<file path="src/rtl/lstm_pkg.sv">
// Shared LSTM fixed-point definitions: data width, fraction position, signed data type and saturating add.
// Latency: n/a (types and a combinational function only).
// Backpressure: n/a.
package lstm_pkg;

    localparam int DEF_BIT_WIDTH = 18;
    localparam int FRAC_BITS     = 10;

    typedef logic signed [DEF_BIT_WIDTH-1:0] data_t;

    // Result of sat_add: sum already clamped to the requested width, plus overflow flag.
    typedef struct packed {
        logic signed [63:0] sum;
        logic               ovf;
    } sat_res_t;

    // Adds two values that each fit in 'width' signed bits (sign-extended to 64).
    // Overflow is detected by comparing the operand signs with the sum sign at
    // bit width-1; on overflow the sum clamps to the width's min or max.
    function automatic sat_res_t sat_add(input logic signed [63:0] a,
                                         input logic signed [63:0] b,
                                         input int                 width);
        sat_res_t           r;
        logic signed [63:0] raw;
        logic signed [63:0] lim;
        raw   = a + b;
        lim   = 64'sd1 <<< (width - 1);
        r.ovf = (a[width-1] == b[width-1]) && (raw[width-1] != a[width-1]);
        if (r.ovf) begin
            r.sum = a[width-1] ? -lim : (lim - 64'sd1);
        end else begin
            r.sum = raw;
        end
        return r;
    endfunction

endpackage

</file>
<file path="src/rtl/dot_accumulator.sv">
// Sums a framed stream of signed products into one saturated dot-product term per vector.
// Latency: result valid the cycle after the last beat is accepted; one result per two cycles at best.
// Backpressure: in_ready drops while a result is held; held result stays stable until out_ready.
module dot_accumulator
    import lstm_pkg::*;
#(
    parameter int BIT_WIDTH  = DEF_BIT_WIDTH,
    parameter int GUARD_BITS = 8,
    parameter int CNT_WIDTH  = 8
) (
    input  logic                 clk,
    input  logic                 rst_n,
    input  logic                 in_valid,
    output logic                 in_ready,
    input  logic [BIT_WIDTH-1:0] in_data,
    input  logic                 in_last,
    output logic                 out_valid,
    input  logic                 out_ready,
    output logic [BIT_WIDTH-1:0] out_data,
    output logic [CNT_WIDTH-1:0] out_count,
    output logic                 out_sat
);

    localparam int ACC_W = BIT_WIDTH + GUARD_BITS;

    localparam logic [0:0] ST_ACCUM = 1'b0;
    localparam logic [0:0] ST_HOLD  = 1'b1;

    logic [0:0]           state_q,   state_d;
    logic [ACC_W-1:0]     acc_q,     acc_d;
    logic [CNT_WIDTH-1:0] cnt_q,     cnt_d;
    logic                 flag_q,    flag_d;
    logic                 out_vld_q, out_vld_d;
    logic [BIT_WIDTH-1:0] out_dat_q, out_dat_d;
    logic [CNT_WIDTH-1:0] out_cnt_q, out_cnt_d;
    logic                 out_sat_q, out_sat_d;

    sat_res_t             add_res;
    logic [ACC_W-1:0]     add_sum;
    logic                 add_ovf;
    logic                 clip;
    logic [BIT_WIDTH-1:0] clip_val;
    logic [CNT_WIDTH-1:0] cnt_inc;

    // Only the state register drives in_ready, so out_ready never reaches it combinationally.
    assign in_ready  = (state_q == ST_ACCUM);
    assign out_valid = out_vld_q;
    assign out_data  = out_dat_q;
    assign out_count = out_cnt_q;
    assign out_sat   = out_sat_q;

    // Guarded add of the incoming term, then clip of that sum to the output width.
    always_comb begin
        add_res  = sat_add({{(64-ACC_W){acc_q[ACC_W-1]}}, acc_q},
                           {{(64-BIT_WIDTH){in_data[BIT_WIDTH-1]}}, in_data},
                           ACC_W);
        add_sum  = add_res.sum[ACC_W-1:0];
        add_ovf  = add_res.ovf;
        // Value fits in BIT_WIDTH only if every bit from BIT_WIDTH-1 upward equals the sign.
        clip     = !(&add_sum[ACC_W-1:BIT_WIDTH-1]) && (|add_sum[ACC_W-1:BIT_WIDTH-1]);
        clip_val = clip ? {add_sum[ACC_W-1], {(BIT_WIDTH-1){~add_sum[ACC_W-1]}}}
                        : add_sum[BIT_WIDTH-1:0];
        cnt_inc  = (&cnt_q) ? cnt_q : cnt_q + 1'b1;
    end

    // Next-state: accumulate beats in ACCUM, publish and clear on the last beat, release in HOLD.
    always_comb begin
        state_d   = state_q;
        acc_d     = acc_q;
        cnt_d     = cnt_q;
        flag_d    = flag_q;
        out_vld_d = out_vld_q;
        out_dat_d = out_dat_q;
        out_cnt_d = out_cnt_q;
        out_sat_d = out_sat_q;
        case (state_q)
            ST_ACCUM: begin
                if (in_valid) begin
                    if (!in_last) begin
                        acc_d  = add_sum;
                        cnt_d  = cnt_inc;
                        flag_d = flag_q | add_ovf;
                    end else begin
                        out_dat_d = clip_val;
                        out_sat_d = clip | flag_q | add_ovf;
                        out_cnt_d = cnt_inc;
                        out_vld_d = 1'b1;
                        state_d   = ST_HOLD;
                        acc_d     = '0;
                        cnt_d     = '0;
                        flag_d    = 1'b0;
                    end
                end
            end
            ST_HOLD: begin
                if (out_ready) begin
                    out_vld_d = 1'b0;
                    state_d   = ST_ACCUM;
                end
            end
        endcase
    end

    // State and datapath registers; reset discards any partial sum or pending result.
    always_ff @(posedge clk or negedge rst_n) begin
        if (!rst_n) begin
            state_q   <= ST_ACCUM;
            acc_q     <= '0;
            cnt_q     <= '0;
            flag_q    <= 1'b0;
            out_vld_q <= 1'b0;
            out_dat_q <= '0;
            out_cnt_q <= '0;
            out_sat_q <= 1'b0;
        end else begin
            state_q   <= state_d;
            acc_q     <= acc_d;
            cnt_q     <= cnt_d;
            flag_q    <= flag_d;
            out_vld_q <= out_vld_d;
            out_dat_q <= out_dat_d;
            out_cnt_q <= out_cnt_d;
            out_sat_q <= out_sat_d;
        end
    end

endmodule
</file>
<file path="config.mk">
export PLATFORM = sky130hd
export DESIGN_NAME = dot_accumulator
export DESIGN_NICKNAME = d
export VERILOG_FILES = /design/src/rtl/lstm_pkg.sv /design/src/rtl/dot_accumulator.sv
export SDC_FILE = /design/constraint.sdc
export NUM_CORES = 1
export LEC_CHECK = 0
export BUFFER_PORTS_ARGS = -buffer_cell sky130_fd_sc_hd__buf_2
export CAP_MARGIN = 10
export CORE_MARGIN = 2
export CORE_UTILIZATION = 40
export CTS_CLUSTER_DIAMETER = 60
export DETAILED_ROUTE_END_ITERATION = 12
export PLACE_DENSITY_LB_ADDON = 0.2
export SLEW_MARGIN = 20
export SYNTH_ARGS = -nofsm -noshare
export SYNTH_HDL_FRONTEND = slang
export SYNTH_SLANG_ARGS = --single-unit
</file>
<file path="constraint.sdc">
create_clock -name clk -period 5.12 [get_ports clk]
set_clock_uncertainty 0.15 [all_clocks]
set_input_delay 1.024 -clock clk [delete_from_list [all_inputs] [get_ports clk]]
set_output_delay 1.024 -clock clk [all_outputs]
set_load 0.02 [all_outputs]
</file>
==> key figures <==
STA
  – Final period util: 0.978
  – Fin. max-slew vios: 0
  – Fin crit period: 5010 ps
  – WHS: 324 ps
  – RSZ-0062 raised after global routing: true
  – Final setup violation count: 0
  – Worst Tran Pin Value: 981 ps
  – FMAX: 200 MHz
  – Hold Fails Final Rpt: 0
  – Slew margin rel.: 0.345
  – Final WS setup: 112 ps

Die
  – Row Count: 38
  – Chip height: 109 µm
  – Core ar.: 10,700 µm²
  – Initial Utilization: 0.406
  – Die Area: 11,800 µm²
  – Ports: 52
  – Chip width: 109 µm

Worst setup path
  – Critical Path RT: 5200 ps
  – Crit path capture: out_data[2]
  – Reg2Reg Depth: 19
  – Worst setup startpoint: in_data[8]
  – Data arrival, critical path: 5090 ps
  – CP Max Fanout: 4
  – Flop2flop setup slack: 430 ps
  – Worst r2r src: acc_q[4]
  – Worst setup SP type: input port
  – CP Class: in -> reg
  – CP Capture Type: flop
  – Reg2reg end: out_data[2]

Layout
  – FILL cells: 1,046
  – Layout cells sized above 1: 0.299
  – Area Overhead vs Synth: 25.1%
  – Most frequent cells in the layout: 66 x nand2_1, 66 x o21ai_0, 64 x dfrtp_1
  – ANT cells: 0
  – Post-Route Utilization: 0.509
  – Finished Cell Area: 5470 µm²
  – Nets@finish: 633

Flow run
  – Max-cap violations: 0

Clock network
  – CTS clk-pin slew, worst paths: 70 ps
  – H-tree depth: 3
  – Clock Latency Late Sink: 340 ps
  – TritonCTS clock tree: yes
  – Clock Tree Root: clkbuf_8
  – CTS Sinks: 64
  – Cts bufs inserted: 9
  – CTS Buffer Depth: 2

Synthesis
  – Number of flops mapped to enable cells by yosys: 0
  – Syn Area/Cell: 8.88 µm²
  – Synthesized cell area: 4370 µm²
  – Top_reg_cell synth: dfrtp_1
  – Fraction of registers with async set/reset: 1.00
  – Distinct cells, synth: 66
  – Seq/Total Area, Yosys: 0.367
  – Warnings from Yosys: 0
  – Synth Net Count: 543
  – FF+latch count, synth: 64
  – Synthesized instance count: 492

Placement
  – DP HPWL: 8670 µm
  – Pre-CTS setup slack: -258 ps
  – Routability cong.: 0.909
  – Area after DPL: 5130 µm²
  – Port-buffer cells: 51

GRT
  – GRT Total Usage: 0.212
  – Vias in the first global route: 3,916
  – Pin count of the biggest net entering global routing: 65
  – Initial antenna violation count: 0
  – First-pass GRT wire length: 19,700 µm
  – Overflow after GRT: 0

Hold path
  – Worst hold path class: reg -> reg

Route
  – Drt wl/cell: 16.0 µm
  – Vias per cell: 5.50
  – Final ANT Viol Nets: 0
  – DRT Wirelength: 11,600 µm
  – DR pass1 iterations: 4
  – DRC violations left: 0
  – Initial detailed-routing violation count: 203
  – Vias: 3,991

Power and ir drop
  – Leak: 2.45 nW
  – Peak supply drop: 0.000337 V
  – PwrDens: 611 nW/µm²
  – Total power: 3.34 mW

Run status
  – Status: completed
power breakdown:
part / total [mW] / switching (mW) / leakage, nW / internal (mW)
Combinational: 2.05 / 1.16 / 1.55 / 0.898
Sequential: 0.829 / 0.133 / 0.805 / 0.695
Clock: 0.458 / 0.196 / 0.102 / 0.263
Total: 3.34 / 1.48 / 2.45 / 1.86
stage by stage:
stage	setup TNS, ps	cells
after floorplan	-23.6	492
after global placement	-1230	708
after detailed placement	-3970	708
after CTS	0	723
after global routing	-355	726
final	0	726
layer usage:
layer,GRT usage,up-vias,routed length [µm]
li1,-,1960,-
met1,0.308,1943,5710
met2,0.327,78,5340
met3,0.0313,10,423
met4,0.0614,0,162
met5,0,-,0
how the worst min path moves through the flow:
stage,startpoint,to,cells past startpoint
2_1_floorplan,acc_q[24],acc_q[24],2
3_3_place_gp,out_valid,out_valid,2
3_5_place_dp,out_count[2],out_count[2],2
4_1_cts,out_count[2],out_count[2],2
5_1_grt,out_count[1],out_count[1],2
6_report,out_count[0],out_count[0],2
worst max-delay path, stage by stage:
cell and delay (ps):
buf_2 120, ha_4 250, a21oi_2 170, o21ai_2 90, a41oi_2 210, o311ai_4 140, a311oi_2 310, and2b_2 260
o21ai_2 100, nand2b_1 100, fa_1 540, or2_4 290, and3_4 160, mux2i_4 160, nand4_1 150, a211o_1 330
o22ai_4 230, buf_6 160, o21ai_2 50, a22o_1 210
sequential cells by signal (all words and copies together), names as in the netlist:
| signal | cells |
|---|---|
| acc_q | 26 |
| out_data | 18 |
| cnt_q | 8 |
| out_count | 8 |
| flag_q | 1 |
| out_sat | 1 |
| out_valid | 1 |
| state_q | 1 |
final cells by class:
type	instances	area, µm²	area share
clock buffer	13	169	0.0309
clock inverter	2	37.5	0.00687
inverter	9	33.8	0.00618
multi-input combinational	393	2760	0.505
sequential	64	1600	0.293
tap	140	175	0.0321
timing repair buffer	105	686	0.125
synth_stat cells, types with 2 or more instances:
library cell,instances,share of area
a211o_1,5,0.010
a211oi_1,6,0.010
a211oi_2,12,0.034
a21o_1,8,0.014
a21oi_1,26,0.030
a21oi_2,3,0.0060
a22o_1,5,0.010
a31oi_1,4,0.0057
and3_1,7,0.010
and3_2,2,0.0034
buf_2,3,0.0034
buf_4,2,0.0034
buf_6,7,0.018
clkbuf_1,11,0.0095
dfrtp_1,64,0.37
fa_1,2,0.0092
ha_1,26,0.074
inv_1,9,0.0077
mux2i_1,4,0.0092
nand2_1,67,0.058
nand2b_1,4,0.0057
nand3_1,6,0.0069
nand4_1,10,0.014
nor2_1,42,0.036
nor2b_1,2,0.0029
nor3_1,11,0.013
o211ai_1,4,0.0069
o21a_1,7,0.012
o21ai_0,71,0.081
o21ai_1,2,0.0023
o31ai_1,2,0.0034
or2_2,2,0.0029
or3_1,2,0.0029
xnor2_1,15,0.030
xor2_1,8,0.016
cell families (layout without fill, tap and decap cells):
kind of cell    after synthesis  in the layout  share of synthesized area
fa+ha+maj                    28             28                     0.0836
mux                           4              4                    0.00917
compound gates              171            171                      0.267
buf+inv                      35            129                     0.0498
simple gates                167            167                      0.178
flops                        64             64                      0.367
xor+xnor                     23             23                     0.0461
timing repair:
action	CTS	global route
endpoints found under the hold margin	0	0
buffers inserted	0	3
resized for setup	0	24
hold buffers	0	0
setup endpoints to repair	0	18
Note: power is estimated with default switching activity, not from simulation.
